===== config.mk =====
export PLATFORM = sky130hd
export DESIGN_NAME = mem_stage_lsu_flat
export DESIGN_NICKNAME = d
export VERILOG_FILES = /design/src/rtl/mem_stage_lsu_if.sv /design/src/rtl/mem_stage_lsu.sv /design/src/flat_wrapper.sv
export SDC_FILE = /design/constraint.sdc
export NUM_CORES = 1
export LEC_CHECK = 0
export BUFFER_PORTS_ARGS = -buffer_cell sky130_fd_sc_hd__buf_2
export CAP_MARGIN = 30
export CORE_ASPECT_RATIO = 1.2
export CORE_UTILIZATION = 30
export DETAILED_ROUTE_END_ITERATION = 16
export SKIP_LAST_GASP = 1
export SLEW_MARGIN = 20
export SYNTH_ARGS = -nofsm -noshare
export SYNTH_HDL_FRONTEND = slang
export SYNTH_SLANG_ARGS = --single-unit

===== constraint.sdc =====
create_clock -name clk -period 2.48 [get_ports clk]
set_input_delay 0.496 -clock clk [delete_from_list [all_inputs] [get_ports clk]]
set_output_delay 0.496 -clock clk [all_outputs]
set_load 0.02 [all_outputs]

===== src/rtl/mem_stage_lsu_if.sv =====
// Data-memory port of the MEM-stage load/store unit.
//
// Handshake: the LSU (master) raises exactly one of dmem_read/dmem_write and
// holds it, together with dmem_address, dmem_wdata and dmem_byte_enable,
// constant until the memory (slave) answers with a one-cycle dmem_resp pulse.
// dmem_rdata is only meaningful in the cycle dmem_resp is high. The LSU
// drops the strobe on the edge that samples dmem_resp.
//
// Signals:
//   dmem_read        master->slave  read strobe
//   dmem_write       master->slave  write strobe
//   dmem_address     master->slave  word-aligned byte address
//   dmem_wdata       master->slave  lane-aligned store data
//   dmem_byte_enable master->slave  write byte mask (0 for reads)
//   dmem_resp        slave->master  completion pulse
//   dmem_rdata       slave->master  read word, valid with dmem_resp
interface mem_stage_lsu_if;
  logic        dmem_read;
  logic        dmem_write;
  logic [31:0] dmem_address;
  logic [31:0] dmem_wdata;
  logic [3:0]  dmem_byte_enable;
  logic        dmem_resp;
  logic [31:0] dmem_rdata;

  modport master (
    output dmem_read, dmem_write, dmem_address, dmem_wdata, dmem_byte_enable,
    input  dmem_resp, dmem_rdata
  );

  modport slave (
    input  dmem_read, dmem_write, dmem_address, dmem_wdata, dmem_byte_enable,
    output dmem_resp, dmem_rdata
  );
endinterface


===== src/rtl/mem_stage_lsu.sv =====
// MEM-stage load/store unit. Converts the mem_read/mem_write/store_op/load_op
// fields of the control word into a data-memory request, waits for the
// response, formats the returned data and drives MEM_ready (ready).
//
// Ports:
//   clk, rst             clock, synchronous active-high reset
//   req_valid            MEM-stage instruction present
//   mem_read, mem_write  access direction (write wins if both set)
//   store_op, load_op    funct3 of the store / load
//   addr, store_data     byte address and rs2 value
//   dmem                 data-memory port (master side)
//   ready                stage may advance this cycle
//   load_data            formatted load result, valid with ready in DONE
//   misaligned           misaligned access, valid with ready
//   bus_error            response timeout, valid with ready
//   dbg_state            current FSM state (0 IDLE, 1 ACCESS, 2 DONE)
//
// Request/ready semantics: an access is taken in IDLE when req_valid and a
// direction bit are high; ready is then low until the single DONE cycle.
// Inputs are latched on acceptance and ignored while ready is low.
module mem_stage_lsu #(
  parameter int unsigned TIMEOUT_CYCLES = 0
) (
  input  logic          clk,
  input  logic          rst,
  input  logic          req_valid,
  input  logic          mem_read,
  input  logic          mem_write,
  input  logic [2:0]    store_op,
  input  logic [2:0]    load_op,
  input  logic [31:0]   addr,
  input  logic [31:0]   store_data,
  mem_stage_lsu_if.master dmem,
  output logic          ready,
  output logic [31:0]   load_data,
  output logic          misaligned,
  output logic          bus_error,
  output logic [1:0]    dbg_state
);

  typedef enum logic [1:0] {
    S_IDLE   = 2'd0,
    S_ACCESS = 2'd1,
    S_DONE   = 2'd2
  } state_t;

  localparam logic [2:0] F3_B  = 3'b000;
  localparam logic [2:0] F3_H  = 3'b001;
  localparam logic [2:0] F3_BU = 3'b100;
  localparam logic [2:0] F3_HU = 3'b101;

  state_t      state;
  logic [1:0]  addr_off_q;
  logic [2:0]  load_op_q;
  logic [31:0] tmo_cnt;

  logic        access_req;
  logic        mis_req;
  logic [31:0] st_wdata;
  logic [3:0]  st_be;

  assign access_req = req_valid && (mem_read || mem_write);
  assign ready      = (state == S_DONE) || ((state == S_IDLE) && !access_req);
  assign dbg_state  = state;

  // Alignment check; undefined codes follow the word rules.
  always_comb begin
    mis_req = 1'b0;
    if (mem_write) begin
      case (store_op)
        F3_B:    mis_req = 1'b0;
        F3_H:    mis_req = addr[0];
        default: mis_req = |addr[1:0];
      endcase
    end else begin
      case (load_op)
        F3_B, F3_BU: mis_req = 1'b0;
        F3_H, F3_HU: mis_req = addr[0];
        default:     mis_req = |addr[1:0];
      endcase
    end
  end

  // Store lane replication and byte mask; undefined codes store a word.
  always_comb begin
    st_wdata = store_data;
    st_be    = 4'b1111;
    case (store_op)
      F3_B: begin
        st_wdata = {4{store_data[7:0]}};
        st_be    = 4'b0001 << addr[1:0];
      end
      F3_H: begin
        st_wdata = {2{store_data[15:0]}};
        st_be    = 4'b0011 << {addr[1], 1'b0};
      end
      default: ;
    endcase
  end

  function automatic logic [31:0] format_load(input logic [2:0]  op,
                                              input logic [1:0]  off,
                                              input logic [31:0] rdata);
    logic [31:0] shifted;
    shifted = rdata >> {off, 3'b000};
    case (op)
      F3_B:    format_load = {{24{shifted[7]}}, shifted[7:0]};
      F3_BU:   format_load = {24'h0, shifted[7:0]};
      F3_H:    format_load = {{16{shifted[15]}}, shifted[15:0]};
      F3_HU:   format_load = {16'h0, shifted[15:0]};
      default: format_load = rdata;
    endcase
  endfunction

  always_ff @(posedge clk) begin
    if (rst) begin
      state                 <= S_IDLE;
      addr_off_q            <= 2'b00;
      load_op_q             <= 3'b000;
      tmo_cnt               <= 32'd0;
      dmem.dmem_read        <= 1'b0;
      dmem.dmem_write       <= 1'b0;
      dmem.dmem_address     <= 32'd0;
      dmem.dmem_wdata       <= 32'd0;
      dmem.dmem_byte_enable <= 4'b0000;
      load_data             <= 32'd0;
      misaligned            <= 1'b0;
      bus_error             <= 1'b0;
    end else begin
      case (state)
        S_IDLE: begin
          if (access_req) begin
            addr_off_q <= addr[1:0];
            load_op_q  <= load_op;
            tmo_cnt    <= 32'd0;
            if (mis_req) begin
              // No memory traffic for a misaligned access.
              misaligned <= 1'b1;
              load_data  <= 32'd0;
              state      <= S_DONE;
            end else begin
              dmem.dmem_read        <= !mem_write;
              dmem.dmem_write       <= mem_write;
              dmem.dmem_address     <= {addr[31:2], 2'b00};
              dmem.dmem_wdata       <= mem_write ? st_wdata : 32'd0;
              dmem.dmem_byte_enable <= mem_write ? st_be : 4'b0000;
              state                 <= S_ACCESS;
            end
          end
        end
        S_ACCESS: begin
          if (dmem.dmem_resp) begin
            dmem.dmem_read  <= 1'b0;
            dmem.dmem_write <= 1'b0;
            load_data       <= dmem.dmem_read ?
                               format_load(load_op_q, addr_off_q, dmem.dmem_rdata) :
                               32'd0;
            state           <= S_DONE;
          end else if ((TIMEOUT_CYCLES != 0) && (tmo_cnt == TIMEOUT_CYCLES - 1)) begin
            // tmo_cnt counts completed ACCESS cycles without a response.
            dmem.dmem_read  <= 1'b0;
            dmem.dmem_write <= 1'b0;
            load_data       <= 32'd0;
            bus_error       <= 1'b1;
            state           <= S_DONE;
          end else begin
            tmo_cnt <= tmo_cnt + 32'd1;
          end
        end
        S_DONE: begin
          misaligned <= 1'b0;
          bus_error  <= 1'b0;
          state      <= S_IDLE;
        end
        default: state <= S_IDLE;
      endcase
    end
  end

endmodule

===== src/flat_wrapper.sv =====
// flat-port wrapper written by rule: the top's interface ports become plain ports
module mem_stage_lsu_flat 
#(
  parameter int unsigned TIMEOUT_CYCLES = 0
)
  (clk, rst, req_valid, mem_read, mem_write, store_op, load_op, addr, store_data, ready, load_data, misaligned, bus_error, dbg_state, dmem_dmem_read, dmem_dmem_write, dmem_dmem_address, dmem_dmem_wdata, dmem_dmem_byte_enable, dmem_dmem_resp, dmem_dmem_rdata);
  mem_stage_lsu_if dmem_i ();
  input  logic clk;
  input  logic rst;
  input  logic req_valid;
  input  logic mem_read;
  input  logic mem_write;
  input  logic [2:0] store_op;
  input  logic [2:0] load_op;
  input  logic [31:0] addr;
  input  logic [31:0] store_data;
  output logic ready;
  output logic [31:0] load_data;
  output logic misaligned;
  output logic bus_error;
  output logic [1:0] dbg_state;
  output wire logic [$bits(dmem_i.dmem_read)-1:0] dmem_dmem_read;
  output wire logic [$bits(dmem_i.dmem_write)-1:0] dmem_dmem_write;
  output wire logic [$bits(dmem_i.dmem_address)-1:0] dmem_dmem_address;
  output wire logic [$bits(dmem_i.dmem_wdata)-1:0] dmem_dmem_wdata;
  output wire logic [$bits(dmem_i.dmem_byte_enable)-1:0] dmem_dmem_byte_enable;
  input wire logic [$bits(dmem_i.dmem_resp)-1:0] dmem_dmem_resp;
  input wire logic [$bits(dmem_i.dmem_rdata)-1:0] dmem_dmem_rdata;
  assign dmem_dmem_read = dmem_i.dmem_read;
  assign dmem_dmem_write = dmem_i.dmem_write;
  assign dmem_dmem_address = dmem_i.dmem_address;
  assign dmem_dmem_wdata = dmem_i.dmem_wdata;
  assign dmem_dmem_byte_enable = dmem_i.dmem_byte_enable;
  assign dmem_i.dmem_resp = dmem_dmem_resp;
  assign dmem_i.dmem_rdata = dmem_dmem_rdata;
  mem_stage_lsu #(.TIMEOUT_CYCLES(TIMEOUT_CYCLES)) u_core (.clk(clk), .rst(rst), .req_valid(req_valid), .mem_read(mem_read), .mem_write(mem_write), .store_op(store_op), .load_op(load_op), .addr(addr), .store_data(store_data), .dmem(dmem_i), .ready(ready), .load_data(load_data), .misaligned(misaligned), .bus_error(bus_error), .dbg_state(dbg_state));
endmodule

==> metrics.txt <==
outcome=complete, no violations; ys async rst share=0%; Post-synth EDFFs=0; Final Skew=0.00679 ns; share of post-route cells with drive strength above 1=35.3%; Final min period=1.99 ns; flops & latches, synth=108; post-synthesis adder-cell area fraction=0%; first-pass GRT wire length=23,300 µm; CTS Root Cell=clkbuf_16; Pwr Density=608 nW/µm²; Seq pwr share=47.2%; Final Cycle Share=80.1%; Synth Area in Compound Gates=21.3%; I/O Buffers=211; DRT Pass-1 Iters=4; crit path DAT=2.28 ns; initial drt markers=253; P_leak=2.85 nW; Hold Path Class=in -> reg; initial antenna violation count=0; Vias=4,738; final setup violation count=0; Placer Congestion=0.790; CTS tree=done; fin area=6340 µm²; filler cell count=1,637; # nets final=865; Slew @ Worst Pin=0.900 ns; largest family of logic cells by synthesized area=compound AO/OA/AOI/OAI gates; internal power=2.74 mW; CTS Buf Count=9; Critical Path Fanout Max=16; CTS Sinks=108; CP Class=reg -> reg; Avg WL per Cell=15.2 µm; Synth Flop Type=dfxtp_1; core area=15,600 µm²; area grow syn2layout=31.9%; H-tree depth=3; WL final=14,800 µm; CTS resizes=0; Synthesis Warnings=0; Startpoint Class=flip-flop; Skew-Pair Late Insertion Delay=0.35 ns; Die W=118 µm; Worst setup EP type=flip-flop; Area after DPL=6050 µm²; Max-Cap Viols=0; clock power share=36.9%; starting density of the core=30.7%; antenna-violating nets left=0; Synth Area in Simple Gates=17.3%; sequential area share after synthesis=45.0%; deepest clock path buffer count=2; Reg clk slew, reported paths=0.08 ns; Mapped Avg Cell Area=8.45 µm²; Rel. slew slack=40.0%; dpl hpwl=10,600 µm; Crit-path slowest cell=dfxtp_1; ant diodes=0; vias in the first global route=4,377; pins over their slew limit=0; synthesized area=4810 µm²; detailed-route DRC error count=0; Final Worst Setup Slack=0.494 ns; final hold viol count=0; Setup TNS=0 ns; hold_buf cts=0; combinational share of power=15.9%; largest net degree at the start of global routing=84; worst vdd ir=0.318 mV; GRT Util Overall=17.7%; Switching Fraction=29.1%; mux cell area share after synthesis=10.1%; Ports=215; Synth cell types=42; NetSw=1.12 mW; slowest stage delay, CP=0.55 ns; Setup Fix Bufs, Post-CTS=0; FMAX=504 MHz; cell row count=50; via/cell ratio=4.88; die extent in y=141 µm; Synth Area in XOR/XNOR=0%; Die ar.=16,500 µm²; RSZ-0062 raised after global routing=no; dpl ws=0.282 ns; worst path required time=2.78 ns; grt total ovfl=0; cells after synthesis=569; crit path cell chain=and4bb_2 > nand2_1 > nor2_1 > and3_1 > a221o_1
[metrics by stage]
stage / std cells / utilization [%] / hold WS (ns) / power [mW]
6_report: 970 / 40.5 / 0.367 / 3.86
5_1_grt: 970 / 40.5 / 0.352 / 4.04
4_1_cts: 970 / 40.5 / 0.351 / 3.92
3_5_place_dp: 954 / 38.7 / 0.438 / 2.48
3_3_place_gp: 954 / 38.7 / 0.434 / 2.48
2_1_floorplan: 571 / - / 0.489 / 2.23
[worst max-delay path: cells and delay by family (launching register included)]
family           cells  cell delay (ns)
AO/OA/AOI/OAI        1             0.21
AND/OR/NAND/NOR      4             1.16
flip-flops           1             0.55
[power by group through the flow]
stage               registers, mW  clock network [mW]  logic, mW
floorplan                    1.91                   0      0.319
CTS                          1.82                1.48      0.620
finish                       1.82                1.42      0.615
global placement             1.86                   0      0.617
global route                 1.83                1.54      0.672
detailed placement           1.86                   0      0.618
[cells in the final DEF, fill, tap and decap left out, types with 14 or more instances in the layout]
cell type / Yosys / final
mux2_2: 19 / 19
nand2_1: 109 / 109
buf_2: 16 / 211
a21oi_1: 84 / 84
mux2i_1: 27 / 27
dfxtp_1: 108 / 108
nand3_1: 28 / 28
a221o_1: 14 / 14
nor2_1: 31 / 29
[routing by layer]
layer | global-route usage [%] | vias up | share of wire [%]
li1 | - | 2364 | -
met1 | 22.0 | 2190 | 43
met2 | 29.2 | 174 | 48
met3 | 5.83 | 10 | 7.7
met4 | 4.99 | 0 | 1.4
met5 | 0 | - | 0
[state kept, by name, summed over array words and instances, names as in the netlist]
signal / count
u_core.addr_off_q: 2
u_core.misaligned: 1
u_core.dmem.dmem_write: 1
u_core.load_op_q: 3
u_core.dmem.dmem_wdata: 32
u_core.dmem.dmem_address: 30
u_core.dbg_state: 2
u_core.dmem.dmem_read: 1
u_core.load_data: 32
u_core.dmem.dmem_byte_enable: 4
[area by class of cell]
class                           instances  area (µm²)  share of cell area [%]
Timing Repair Buffer                  227        1210                    19.1
Multi-Input combinational cell        398        2360                    37.2
Sequential cell                       108        2160                    34.1
Tap cell                              208         260                    4.10
Inverter                               13        48.8                   0.770
Clock buffer                            9         225                    3.55
Clock inverter                          7        70.1                    1.10
[synth_stat cells (all sizes together) (9+ instances only)]
master,number,area (µm²)
nand3,28,140
mux2,19,214
clkbuf,28,105
buf,24,148
mux2i,27,270
inv,13,48.8
dfxtp,108,2160
a211oi,9,67.6
nand2,110,415
a221o,14,140
a21oi,84,420
nor2,31,116
o21ai,13,65.1
[worst paths after layout]
check	start	to	slack [ns]	cells after the start
worst max-delay path	u_core.dbg_state[0]$_SDFFE_PP0P_	u_core.load_data[22]$_SDFFE_PP0P_	0.49	5
worst max register to register	u_core.dbg_state[0]$_SDFFE_PP0P_	u_core.load_data[22]$_SDFFE_PP0P_	0.49	5
worst min-delay path	addr[11]	u_core.dmem.dmem_address[11]$_SDFFE_PP0P_	0.37	3
worst min register to register	u_core.load_data[2]$_SDFFE_PP0P_	u_core.load_data[2]$_SDFFE_PP0P_	0.45	1
[logic make-up (layout without fill, tap and decap cells)]
kind of cell | Yosys count | in the layout
AND/OR/NAND/NOR | 193 | 193
AO/OA/AOI/OAI | 156 | 156
flip-flops | 108 | 108
buffers and inverters | 65 | 256
multiplexers | 46 | 46
other | 1 | 3
Power figures use the tool's default switching activity.
